<file path="src/rtl/mul_share_arbiter_if.sv">
// Bundle between the requesters/multiplier side and the multiplier-sharing arbiter.
// The slave modport is the arbiter's view; master is the surrounding logic.
interface mul_share_arbiter_if #(
   parameter int unsigned NREQ  = 4,
   parameter int unsigned WIDTH = 4,
   parameter int unsigned DEPTH = 8,
   parameter int unsigned IDW   = 2
);
   localparam int unsigned CW = $clog2(DEPTH) + 1;

   logic [NREQ-1:0]       req_valid;
   logic [NREQ*WIDTH-1:0] req_a;
   logic [NREQ*WIDTH-1:0] req_b;
   logic [NREQ-1:0]       req_ready;
   logic [WIDTH-1:0]      mul_a;
   logic [WIDTH-1:0]      mul_b;
   logic                  mul_do;
   logic [2*WIDTH-1:0]    mul_result;
   logic                  mul_done;
   logic                  rsp_valid;
   logic [IDW-1:0]        rsp_id;
   logic [2*WIDTH-1:0]    rsp_data;
   logic [CW-1:0]         outstanding;
   logic                  err_unexpected;

   modport slave (
      input  req_valid, req_a, req_b, mul_result, mul_done,
      output req_ready, mul_a, mul_b, mul_do, rsp_valid, rsp_id, rsp_data,
             outstanding, err_unexpected
   );

   modport master (
      output req_valid, req_a, req_b, mul_result, mul_done,
      input  req_ready, mul_a, mul_b, mul_do, rsp_valid, rsp_id, rsp_data,
             outstanding, err_unexpected
   );
endinterface

</file>
<file path="src/rtl/mul_share_arbiter.sv">
// Round-robin sharing of one pipelined multiplier among NREQ requesters.
// Issued requester IDs ride an in-order tag FIFO so each product returns to its originator.
module mul_share_arbiter #(
   parameter int unsigned NREQ  = 4,
   parameter int unsigned WIDTH = 4,
   parameter int unsigned DEPTH = 8,
   parameter int unsigned IDW   = 2
) (
   input logic               clk,
   input logic               reset,
   mul_share_arbiter_if.slave bus
);
   localparam int unsigned AW = $clog2(DEPTH);
   localparam int unsigned CW = AW + 1;
   localparam int unsigned SW = IDW + 1;
   localparam logic [CW-1:0] DEPTH_C = CW'(DEPTH);

   logic [IDW-1:0]     r_rr_ptr;
   logic [AW-1:0]      r_wr_ptr;
   logic [AW-1:0]      r_rd_ptr;
   logic [CW-1:0]      r_count;
   logic [IDW-1:0]     r_tag [DEPTH];
   logic [WIDTH-1:0]   r_mul_a;
   logic [WIDTH-1:0]   r_mul_b;
   logic               r_mul_do;
   logic               r_rsp_valid;
   logic [IDW-1:0]     r_rsp_id;
   logic [2*WIDTH-1:0] r_rsp_data;
   logic               r_err;

   logic [WIDTH-1:0]   w_a [NREQ];
   logic [WIDTH-1:0]   w_b [NREQ];
   logic               w_can_issue;
   logic               w_hs;
   logic               w_pop;
   logic [NREQ-1:0]    w_grant;
   logic [IDW-1:0]     w_gid;
   logic [IDW-1:0]     w_idx;
   logic [SW-1:0]      w_sum;
   logic [WIDTH-1:0]   w_sel_a;
   logic [WIDTH-1:0]   w_sel_b;

   for (genvar i = 0; i < NREQ; i++) begin : g_unpack
      assign w_a[i] = bus.req_a[i*WIDTH +: WIDTH];
      assign w_b[i] = bus.req_b[i*WIDTH +: WIDTH];
   end

   // First valid requester at or after rr_ptr wins; no grant while the tag FIFO is full
   always_comb begin
      w_grant     = '0;
      w_gid       = '0;
      w_idx       = '0;
      w_sum       = '0;
      w_sel_a     = '0;
      w_sel_b     = '0;
      w_hs        = 1'b0;
      w_can_issue = !reset && (r_count < DEPTH_C);
      for (int unsigned k = 0; k < NREQ; k++) begin
         w_sum = SW'(r_rr_ptr) + SW'(k);
         if (w_sum >= SW'(NREQ)) w_sum = w_sum - SW'(NREQ);
         w_idx = w_sum[IDW-1:0];
         if (w_can_issue && !w_hs && bus.req_valid[w_idx]) begin
            w_hs           = 1'b1;
            w_gid          = w_idx;
            w_grant[w_idx] = 1'b1;
            w_sel_a        = w_a[w_idx];
            w_sel_b        = w_b[w_idx];
         end
      end
   end

   assign w_pop = bus.mul_done && (r_count != '0);

   // Tag storage carries no reset; occupancy is tracked by r_count
   always_ff @(posedge clk) begin
      if (!reset && w_hs) r_tag[r_wr_ptr] <= w_gid;
   end

   always_ff @(posedge clk) begin
      if (reset) begin
         r_rr_ptr    <= '0;
         r_wr_ptr    <= '0;
         r_rd_ptr    <= '0;
         r_count     <= '0;
         r_mul_a     <= '0;
         r_mul_b     <= '0;
         r_mul_do    <= 1'b0;
         r_rsp_valid <= 1'b0;
         r_rsp_id    <= '0;
         r_rsp_data  <= '0;
         r_err       <= 1'b0;
      end else begin
         r_mul_do    <= w_hs;
         r_rsp_valid <= w_pop;
         if (w_hs) begin
            r_mul_a  <= w_sel_a;
            r_mul_b  <= w_sel_b;
            r_wr_ptr <= r_wr_ptr + 1'b1;
            r_rr_ptr <= (w_gid == IDW'(NREQ - 1)) ? '0 : w_gid + 1'b1;
         end
         if (w_pop) begin
            r_rsp_id   <= r_tag[r_rd_ptr];
            r_rsp_data <= bus.mul_result;
            r_rd_ptr   <= r_rd_ptr + 1'b1;
         end
         if (bus.mul_done && (r_count == '0)) r_err <= 1'b1;
         case ({w_hs, w_pop})
            2'b10:   r_count <= r_count + 1'b1;
            2'b01:   r_count <= r_count - 1'b1;
            default: r_count <= r_count;
         endcase
      end
   end

   assign bus.req_ready      = w_grant;
   assign bus.mul_a          = r_mul_a;
   assign bus.mul_b          = r_mul_b;
   assign bus.mul_do         = r_mul_do;
   assign bus.rsp_valid      = r_rsp_valid;
   assign bus.rsp_id         = r_rsp_id;
   assign bus.rsp_data       = r_rsp_data;
   assign bus.outstanding    = r_count;
   assign bus.err_unexpected = r_err;
endmodule

</file>
<file path="src/flat_wrapper.sv">
// flat-port wrapper written by rule: the top's interface ports become plain ports
module mul_share_arbiter_flat 
#(
   parameter int unsigned NREQ  = 4,
   parameter int unsigned WIDTH = 4,
   parameter int unsigned DEPTH = 8,
   parameter int unsigned IDW   = 2
)
  (clk, reset, bus_req_valid, bus_req_a, bus_req_b, bus_mul_result, bus_mul_done, bus_req_ready, bus_mul_a, bus_mul_b, bus_mul_do, bus_rsp_valid, bus_rsp_id, bus_rsp_data, bus_outstanding, bus_err_unexpected);
  mul_share_arbiter_if #(.NREQ(NREQ), .WIDTH(WIDTH), .DEPTH(DEPTH), .IDW(IDW)) bus_i ();
  input logic clk;
  input logic reset;
  input wire logic [$bits(bus_i.req_valid)-1:0] bus_req_valid;
  input wire logic [$bits(bus_i.req_a)-1:0] bus_req_a;
  input wire logic [$bits(bus_i.req_b)-1:0] bus_req_b;
  input wire logic [$bits(bus_i.mul_result)-1:0] bus_mul_result;
  input wire logic [$bits(bus_i.mul_done)-1:0] bus_mul_done;
  output wire logic [$bits(bus_i.req_ready)-1:0] bus_req_ready;
  output wire logic [$bits(bus_i.mul_a)-1:0] bus_mul_a;
  output wire logic [$bits(bus_i.mul_b)-1:0] bus_mul_b;
  output wire logic [$bits(bus_i.mul_do)-1:0] bus_mul_do;
  output wire logic [$bits(bus_i.rsp_valid)-1:0] bus_rsp_valid;
  output wire logic [$bits(bus_i.rsp_id)-1:0] bus_rsp_id;
  output wire logic [$bits(bus_i.rsp_data)-1:0] bus_rsp_data;
  output wire logic [$bits(bus_i.outstanding)-1:0] bus_outstanding;
  output wire logic [$bits(bus_i.err_unexpected)-1:0] bus_err_unexpected;
  assign bus_i.req_valid = bus_req_valid;
  assign bus_i.req_a = bus_req_a;
  assign bus_i.req_b = bus_req_b;
  assign bus_i.mul_result = bus_mul_result;
  assign bus_i.mul_done = bus_mul_done;
  assign bus_req_ready = bus_i.req_ready;
  assign bus_mul_a = bus_i.mul_a;
  assign bus_mul_b = bus_i.mul_b;
  assign bus_mul_do = bus_i.mul_do;
  assign bus_rsp_valid = bus_i.rsp_valid;
  assign bus_rsp_id = bus_i.rsp_id;
  assign bus_rsp_data = bus_i.rsp_data;
  assign bus_outstanding = bus_i.outstanding;
  assign bus_err_unexpected = bus_i.err_unexpected;
  mul_share_arbiter #(.NREQ(NREQ), .WIDTH(WIDTH), .DEPTH(DEPTH), .IDW(IDW)) u_core (.clk(clk), .reset(reset), .bus(bus_i));
endmodule
</file>
<file path="config.mk">
export PLATFORM = sky130hd
export DESIGN_NAME = mul_share_arbiter_flat
export DESIGN_NICKNAME = d
export VERILOG_FILES = /design/src/rtl/mul_share_arbiter_if.sv /design/src/rtl/mul_share_arbiter.sv /design/src/flat_wrapper.sv
export SDC_FILE = /design/constraint.sdc
export NUM_CORES = 1
export LEC_CHECK = 0
export BUFFER_PORTS_ARGS = -buffer_cell sky130_fd_sc_hd__buf_4
export CAP_MARGIN = 20
export CORE_MARGIN = 4
export CORE_UTILIZATION = 39
export CTS_BUF_LIST = sky130_fd_sc_hd__clkbuf_16
export DETAILED_ROUTE_END_ITERATION = 6
export GPL_TIMING_DRIVEN = 0
export PLACE_DENSITY_LB_ADDON = 0.08
export SETUP_SLACK_MARGIN = 0.1
export SLEW_MARGIN = 10
export SYNTH_ARGS = -nofsm -noshare
export SYNTH_HDL_FRONTEND = slang
export SYNTH_SLANG_ARGS = --single-unit
</file>
<file path="constraint.sdc">
create_clock -name clk -period 5.3 [get_ports clk]
set_input_delay 0.53 -clock clk [delete_from_list [all_inputs] [get_ports clk]]
set_output_delay 0.53 -clock clk [all_outputs]
set_load 0.02 [all_outputs]
</file>
==> metrics.txt, run 1 <==
status completed; DIE WIDTH slightly above 100 um; # DRC 0; fraction of registers with async set/reset 0; Iteration-0 DRC Markers roughly 120; area of placed instances just over 4000 um2; flops & latches, synth 49; f_max approximately 0.25 GHz; TritonCTS buffer count 5; EDFF count, synth 16; crit-path most repeated cell ha_1; initial antenna violation count 0; Detail Placement HPWL between 6000 and 7000 um; hold-fix buffers at CTS 0; detailed-route wire length per cell between 15 and 20 um; multi-input logic area 2050 um2; FF+latch area ~1100 um2; worst r2r path cells 15; # Post-CTS Setup Buffers 0; clock-pin slew on the worst setup and hold paths 70 ps; antenna cell count 0; Final Hold Vio Count 0; worst slew pin tran about 710 ps; slew margin rel. 0.524; final wirelength 8580 um; sequential area share after synthesis 0.342; most frequent cells in the layout 76 x buf_4, 39 x mux4_2, 33 x dfxtp_1; TritonCTS clock tree built; initial core utilization 0.405; Startpoint Class flop; critical path arrival around 4200 ps; Main synth FF type dfxtp_1; core area ~8300 um2; final setup TNS 0 ps; crit-path cells clkbuf_1 -> buf_2 -> inv_1 -> ha_1 -> mux4_2 -> nor2_1 -> a21boi_2 -> inv_1 -> ha_1 -> xor2_1 -> ha_1 -> a21oi_1 -> xor2_1 -> or3_1 -> a21oi_1; final std cells w/o fill between 400 and 500; largest net degree at the start of global routing 19; fin area roughly 4200 um2; number of nets with antenna violations after routing 0; Post-Syn Area 3340 um2; Area Growth Syn to Fin 25.3%; crit-path max FO 10; clock network latency to the later pin of the worst-skew pair 290 ps; Netlist cell types 45; clk root buf clkbuf_16; Clock Path Buffers 2; Peak VDD IR 0.271 mV; final period utilization 0.751; RSZ-0062 raised after global routing false; fin crit period 3980 ps; syn avg cell area 11.2 um2; gpl congestion roughly 0.85; vias post-DR ~2800; I/O Pins 76; max cap viols 0; worst min path class flop to flop; Crit path required time between 5000 and 6000 ps; number of synthesis warnings 0; Clock Skew slightly above 6 ps; die height around 100 um; wire length of the first global-routing pass 13600 um; Synth Instances approximately 300; layout cells sized above 1 0.377; Crit Path Category flop to flop; vias in the first global route approximately 2700; PortBufs 74; count of pins over their slew limit 0; Die Footprint a little over 10000 um2; vias per std cell approximately 5.7; Final nets 437; Core Util, Final 0.507; placed cells 479; Max stage delay cell, worst path mux4_2; # rows 33; post_cts resized 0; commonest non-fill, non-tap cell in the layout buf_4; CTS Sinks 49; Total Routing Usage GR 0.170; Synthesized Nets 355; worst hold path stage count 2; grt ovf 0; Pleak 1.61 nW; Total Power between 2 and 2.5 mW; Critical Path End Type flop; pwr/cell area around 530 nW/um2; htree depth 2; DRT Pass-1 Iters 5; slowest cell delay on critical path 590 ps; fillers between 700 and 800; Setup violations, final 0
==> report_power, final <==
group,switching (mW),internal [mW],total [mW]
clock,0.152,0.181,0.333
combinational,0.677,0.620,1.30
sequential,0.0716,0.497,0.569
total,0.901,1.30,2.20
==> layout make-up <==
type	count	area share
buffer	22	0.0275
clock buffer	5	0.0299
clock inverter	3	0.00687
inverter	9	0.00807
multi-input combinational	219	0.490
sequential	49	0.273
tap	105	0.0314
timing repair buffer	75	0.134
==> logic make-up (layout without fill, tap and decap cells) <==
| kind of cell | Yosys count | in the layout | synth area share |
|---|---|---|---|
| AND/OR/NAND/NOR | 94 | 94 | 0.132 |
| AO/OA/AOI/OAI | 57 | 57 | 0.123 |
| multiplexers | 51 | 51 | 0.304 |
| flip-flops | 49 | 49 | 0.342 |
| buffers and inverters | 31 | 114 | 0.0446 |
| adder cells (fa/ha/maj) | 9 | 9 | 0.0337 |
| XOR/XNOR | 8 | 8 | 0.0210 |
==> per-stage QoR <==
| step | hold WS (ps) | worst slack, ps |
|---|---|---|
| 5_1_grt | 472 | 945 |
| 3_5_place_dp | 449 | 1330 |
| 6_report | 459 | 1320 |
| 2_1_floorplan | 497 | 1770 |
| 3_3_place_gp | 444 | 1320 |
| 4_1_cts | 459 | 1300 |
==> cells in the mapped netlist (4+ instances only) <==
| cell type | count | area [um2] |
|---|---|---|
| o21ai_0 | 7 | 35.0 |
| nand2_1 | 32 | 120 |
| clkbuf_1 | 9 | 33.8 |
| dfxtp_1 | 33 | 661 |
| ha_1 | 9 | 113 |
| xor2_1 | 5 | 43.8 |
| a21oi_1 | 16 | 80.1 |
| mux4_2 | 39 | 878 |
| nor3_1 | 9 | 45.0 |
| buf_2 | 8 | 40.0 |
| nor2_1 | 32 | 120 |
| a22oi_1 | 4 | 30.0 |
| a222oi_1 | 4 | 40.0 |
| mux2i_1 | 9 | 90.1 |
| inv_1 | 8 | 30.0 |
| a211oi_1 | 17 | 128 |
| edfxtp_1 | 16 | 480 |
==> worst paths after layout <==
check	startpoint	to	slack (ps)
setup reg to reg	u_core.r_rr_ptr[1]	u_core.bus.outstanding[2]	1320
hold / removal	u_core.bus.rsp_data[6]	u_core.bus.rsp_data[6]	460
hold reg to reg	u_core.bus.rsp_data[6]	u_core.bus.rsp_data[6]	460
setup / recovery	u_core.r_rr_ptr[1]	u_core.bus.outstanding[2]	1320
==> flip-flops by register name (all words and copies together) (netlist names), named ones only <==
register / cells
u_core.bus.mul_do: 1
u_core.r_rd_ptr: 3
u_core.bus.rsp_data: 8
u_core.bus.rsp_id: 2
u_core.r_wr_ptr: 3
u_core.bus.mul_a: 4
u_core.bus.outstanding: 4
u_core.r_tag: 16
u_core.bus.err_unexpected: 1
u_core.bus.rsp_valid: 1
u_core.bus.mul_b: 4
u_core.r_rr_ptr: 1
==> routing by layer <==
| metal | GRT usage | wire length, um | vias to the layer above |
|---|---|---|---|
| met1 | 0.240 | 3930 | 1359 |
| met3 | 0.0270 | 568 | 4 |
| met5 | 0 | 0 | - |
| met4 | 0.0425 | 76 | 0 |
| met2 | 0.274 | 4000 | 97 |
| li1 | - | - | 1327 |
==> critical path, delay by kind of cell (launching register included) <==
kind / cells / cell delay, ps
mux: 1 / 590
buf+inv: 4 / 1000
compound gates: 3 / 310
flops: 1 / 390
fa+ha+maj: 3 / 830
simple gates: 2 / 450
xor+xnor: 2 / 330
(Power assumes the default switching activity.)
==> inputs of run 2 (changes only) <==
--- a/config.mk
+++ b/config.mk
@@ -5,6 +5,7 @@
 export SDC_FILE = /design/constraint.sdc
 export NUM_CORES = 1
 export LEC_CHECK = 0
+export ABC_AREA = 1
 export BUFFER_PORTS_ARGS = -buffer_cell sky130_fd_sc_hd__buf_4
 export CAP_MARGIN = 20
 export CORE_MARGIN = 4
==> constraint.sdc (replaced) <==
create_clock -name clk -period 4 [get_ports clk]
set_input_delay 0.4 -clock clk [delete_from_list [all_inputs] [get_ports clk]]
set_output_delay 0.4 -clock clk [all_outputs]
set_load 0.02 [all_outputs]
==> metrics.txt, run 2 <==
status completed; RSZ-0062 raised after global routing false; clock network latency to the later pin of the worst-skew pair between 200 and 300 ps; final period utilization 0.893; Clock Skew roughly 4.1 ps; Clock Path Buffers 2; Largest Register u_core.r_tag; pwr/cell area approximately 860 nW/um2; CTS Sinks 49; wire length of the first global-routing pass ~15000 um; main area contributors after synthesis dfxtp_1 20%, edfxtp_1 15%, o21ai_0 13%, nand2_1 10%, nor2_1 7.6%; detailed-route wire length per cell 13.7 um; fin area 4180 um2; Startpoint Class flop; I/O Pins 76; PortBufs 74; worst reg2reg endpoint u_core.bus.outstanding[3]; r2r setup slk ~430 ps; Detail Placement HPWL 7290 um; vias post-DR 3387; number of synthesis warnings 0; TritonCTS clock tree built; die height around 100 um; DIE WIDTH 99.9 um; synth cell count leaders 90 x nand2_1, 83 x o21ai_0, 67 x nor2_1, 39 x inv_1, 33 x dfxtp_1; sequential area share after synthesis 0.347; TritonCTS buffer count 5; M2 GR Usage 0.325; DRT Pass-1 Iters 5; fillers around 840; WHS Endpoint u_core.bus.rsp_data[3]; Final Hold Vio Count 0; worst slew pin tran 579 ps; worst r2r path cells 19; Area Growth Syn to Fin 26.9%; vias per std cell around 5.1; final wirelength 9080 um; HP Start bus_mul_result[3]; Crit path max-delay family buffers and inverters; Peak VDD IR approximately 0.31 mV; commonest non-fill, non-tap cell in the layout nand2_1; max reg flops 16; Crit Path Category flop to flop; EDFF count, synth 16; slew margin rel. 0.614; grt peak-use layer met2; Final nets 612; Setup violations, final 0; GRT met1 Usage 0.233; most frequent cells in the layout 90 x nand2_1, 83 x o21ai_0, 74 x buf_4; cell taking the most area after synthesis dfxtp_1; most common cell in the synthesized netlist nand2_1; Post-Syn Area roughly 3300 um2; fraction of registers with async set/reset 0; core area between 8000 and 9000 um2; critical path arrival 3750 ps; Pleak between 1.5 and 2 nW; Total Routing Usage GR 0.187; met3 usage 0.0334; crit-path max FO 11; layout cells sized above 1 0.205; final std cells w/o fill roughly 660; Die Footprint about 10000 um2; htree depth 2; Critical Path End Type flop; crit path buf inv count 6; fin crit period approximately 3600 ps; crit-path cells buf_6 -> inv_4 -> buf_2 -> buf_2 -> ha_1 -> inv_4 -> nand3_1 -> nand3_1 -> nand2_1 -> nor2_4 -> nand2_4 -> inv_2 -> ha_1 -> xor2_1 -> nand3_1 -> o31ai_1 -> o211ai_1 -> xor2_1 -> nor2_1; Total Power ~3.6 mW; Crit path required time roughly 4200 ps; f_max between 0.2 and 0.3 GHz; Synth Instances ~480; flops & latches, synth 49; Iteration-0 DRC Markers between 100 and 150; Main synth FF type dfxtp_1; largest net degree at the start of global routing 17; count of pins over their slew limit 0; Synth top area share 0.201; Max stage delay cell, worst path ha_1; slowest cell delay on critical path around 410 ps; syn avg cell area ~6.9 um2; initial core utilization 0.400; cell count along the critical path 19; vias in the first global route between 3000 and 4000; Synthesized Nets ~530; initial antenna violation count 0; grt ovf 0; worst hold path stage count 3; gpl congestion 0.848; max cap viols 0; # rows 33; clk root buf clkbuf_16; final setup TNS 0 ps; Netlist cell types 36; worst min path class primary input to flop; crit-path most repeated cell nand3_1; clock-pin slew on the worst setup and hold paths approximately 70 ps; area of placed instances around 4000 um2; number of nets with antenna violations after routing 0; placed cells between 600 and 700; antenna cell count 0; # DRC 0
run 2: metal layers:
layer | vias to the layer above | share of wire
met5 | - | 0
met4 | 0 | 0.0092
met3 | 6 | 0.069
met2 | 108 | 0.48
met1 | 1502 | 0.44
li1 | 1771 | -
run 2: per-stage QoR:
stage,worst slack [ps],util,hold WS (ps)
4_1_cts,247,0.508,332
5_1_grt,106,0.508,350
3_3_place_gp,321,0.484,437
2_1_floorplan,909,-,477
3_5_place_dp,278,0.484,445
6_report,429,0.508,337
run 2: kinds of logic after synthesis:
logic type / Yosys count / synth area share
and+or+nand+nor: 207 / 0.281
AOI/OAI and AO/OA: 136 / 0.234
DFF: 49 / 0.347
xor gates and xnor gates: 4 / 0.0106
adders and majority gates: 9 / 0.0342
muxes: 2 / 0.00608
buffers and inverters: 69 / 0.0871
run 2: final cells by class:
cell class              instances  area, um2  share of cell area
multi-input cells             358       1870               0.447
flip-flops and latches         49       1140               0.273
repair buffers                 74        556               0.133
inverters                      43        166              0.0399
well taps                     105        131              0.0315
clock buffers                   5        125              0.0300
plain buffers                  25        119              0.0285
clock inverters                 3       68.8              0.0165
run 2: worst max-delay path by stage:
stage,endpoint,start,slack (ps)
floorplan,u_core.bus.outstanding[2],flop,910
global placement,u_core.bus.outstanding[2],u_core.r_rr_ptr[1],320
detailed placement,u_core.bus.outstanding[2],u_core.r_rr_ptr[1],280
CTS,u_core.bus.outstanding[2],u_core.r_rr_ptr[1],250
global route,u_core.bus.outstanding[2],flop,110
finish,u_core.bus.outstanding[3],flop,430
run 2: worst register-to-register path: cells and delay by family, from the launching register on:
| family | cells | cell delay, ps |
|---|---|---|
| compound gates | 2 | 240 |
| xor+xnor | 2 | 400 |
| fa+ha+maj | 2 | 650 |
| buf+inv | 6 | 950 |
| flops | 1 | 390 |
| simple gates | 7 | 850 |
run 2: what timing repair did:
action                     in CTS  in global routing
buffers inserted                0                  0
resized for setup               0                  2
hold buffers                    0                  0
setup endpoints to repair       0                  3
run 2: power breakdown:
group	switching (mW)	internal (mW)	leakage (nW)	total [mW]
clock	0.180	0.360	0.0944	0.541
sequential	0.100	0.740	0.421	0.840
combinational	1.46	0.763	1.37	2.22
total	1.74	1.86	1.88	3.60
==> inputs of run 3 (changes only) <==
--- a/config.mk
+++ b/config.mk
@@ -6,7 +6,7 @@
 export NUM_CORES = 1
 export LEC_CHECK = 0
 export ABC_AREA = 1
-export BUFFER_PORTS_ARGS = -buffer_cell sky130_fd_sc_hd__buf_4
+export BUFFER_PORTS_ARGS = -buffer_cell sky130_fd_sc_hd__buf_2
 export CAP_MARGIN = 20
 export CORE_MARGIN = 4
 export CORE_UTILIZATION = 39
==> constraint.sdc (replaced) <==
create_clock -name clk -period 4.4 [get_ports clk]
set_input_delay 0.44 -clock clk [delete_from_list [all_inputs] [get_ports clk]]
set_output_delay 0.44 -clock clk [all_outputs]
set_load 0.02 [all_outputs]
==> metrics.txt, run 3 (synthesis gave the netlist of run 2 again) <==
core area 8220 um2; gpl congestion between 0.8 and 0.9; initial antenna violation count 0; Final nets about 600; PortBufs 74; commonest non-fill, non-tap cell in the layout nand2_1; clock network latency to the later pin of the worst-skew pair between 200 and 300 ps; RSZ-0062 raised after global routing false; Total Power about 3.2 mW; number of nets with antenna violations after routing 0; Total Routing Usage GR 0.186; DIE WIDTH approximately 100 um; worst slew pin tran roughly 580 ps; crit-path cells buf_2 -> inv_2 -> clkbuf_1 -> ha_1 -> inv_2 -> nand3_1 -> nand3_1 -> nand2_1 -> nor2_2 -> nand2_4 -> inv_2 -> ha_1 -> xor2_1 -> nand3_1 -> o211ai_1 -> xor2_1 -> nor2_1; # DRC 0; Clock Path Buffers 2; I/O Pins 76; Final Hold Vio Count 0; Iteration-0 DRC Markers 143; pwr/cell area 807 nW/um2; most frequent cells in the layout 90 x nand2_1, 83 x o21ai_0, 82 x buf_2; post_cts resized 0; max cap viols 0; crit path buf inv count 5; slew margin rel. 0.617; final period utilization 0.862; Detail Placement HPWL a little over 7000 um; TritonCTS clock tree built; Startpoint Class flop; critical path arrival slightly below 4000 ps; Clock Skew ~4.9 ps; Core Util, Final 0.485; initial core utilization 0.400; crit-path max FO 11; vias in the first global route ~3300; Pleak between 1.5 and 2 nW; vias post-DR 3412; htree depth 2; count of pins over their slew limit 0; layout cells sized above 1 0.204; f_max between 0.2 and 0.3 GHz; worst min path class primary input to flop; slowest cell delay on critical path between 400 and 500 ps; Peak VDD IR 0.255 mV; max reg flops 16; grt ovf 0; # rows 33; detailed-route wire length per cell about 14 um; Area Growth Syn to Fin 21.1%; vias per std cell 5.15; clock-pin slew on the worst setup and hold paths about 70 ps; die height 99.9 um; Crit path max-delay family buffers and inverters; final setup TNS 0 ps; wire length of the first global-routing pass around 15000 um; # Post-CTS Setup Buffers 0; CTS Sinks 49; TritonCTS buffer count 5; Setup violations, final 0; Die Footprint between 9000 and 10000 um2; Critical Path End Type flop; Crit path required time between 4000 and 5000 ps; antenna cell count 0; final hold slack approximately 370 ps; DRT Pass-1 Iters 5; largest net degree at the start of global routing 17; Max stage delay cell, worst path clkbuf_1; status completed; final wirelength a little over 9000 um; hold-fix buffers at CTS 0; fin crit period 3790 ps; Largest Register u_core.r_tag; clk root buf clkbuf_16; Crit Path Category flop to flop
[run 3: cell types whose count changed in the layout (fill, tap and decap cells not counted), sizes merged]
cell / change
clkbuf: +1
[run 3: stage by stage]
step / setup slack, ps / instances / cell area, um2
floorplan: 1310 / 476 / 3290
global placement: 704 / 655 / 3790
detailed placement: 643 / 655 / 3790
global route: 269 / 663 / 3990
finish: 606 / 663 / 3990
CTS: 609 / 663 / 3990
[run 3: worst reg2reg max path, cell delays in order (launching register included)]
cell      delay (ps)
dfxtp_1          330
buf_2            190
inv_2            100
clkbuf_1         440
ha_1             410
inv_2            220
nand3_1          110
nand3_1          190
nand2_1          100
nor2_2           230
nand2_4          100
inv_2            170
ha_1             250
xor2_1           260
nand3_1          150
o211ai_1         220
xor2_1           180
nor2_1            50
[run 3: path summary, 6_finish.rpt]
kind	from	endpoint	slack, ps	cells past startpoint
max	u_core.r_rr_ptr[1]	u_core.bus.outstanding[3]	610	17
min	bus_mul_result[1]	u_core.bus.rsp_data[1]	370	3
max reg2reg	u_core.r_rr_ptr[1]	u_core.bus.outstanding[3]	610	17
min reg2reg	u_core.bus.err_unexpected	u_core.bus.err_unexpected	440	2
[run 3: area by class of cell]
class                           count  area (um2)
Sequential cell                    49        1140
Multi-Input combinational cell    358        1860
Inverter                           43         164
Clock inverter                      3        68.8
Buffer                             26         123
Fill cell                         830        4230
Clock buffer                        5         125
Tap cell                          105         131
Timing Repair Buffer               74         370
[run 3: report_power, final]
group	switching [mW]	internal [mW]	total, mW
Combinational	1.34	0.622	1.96
Clock	0.170	0.328	0.498
Sequential	0.0825	0.672	0.755
Total	1.59	1.62	3.22
[run 3: metal layers]
layer  track usage  up-vias  share of wire
li1              -     1776              -
met1         0.235     1517           0.45
met2         0.328      111           0.48
met3        0.0236        8          0.057
met4        0.0609        0         0.0091
met5             0        -              0
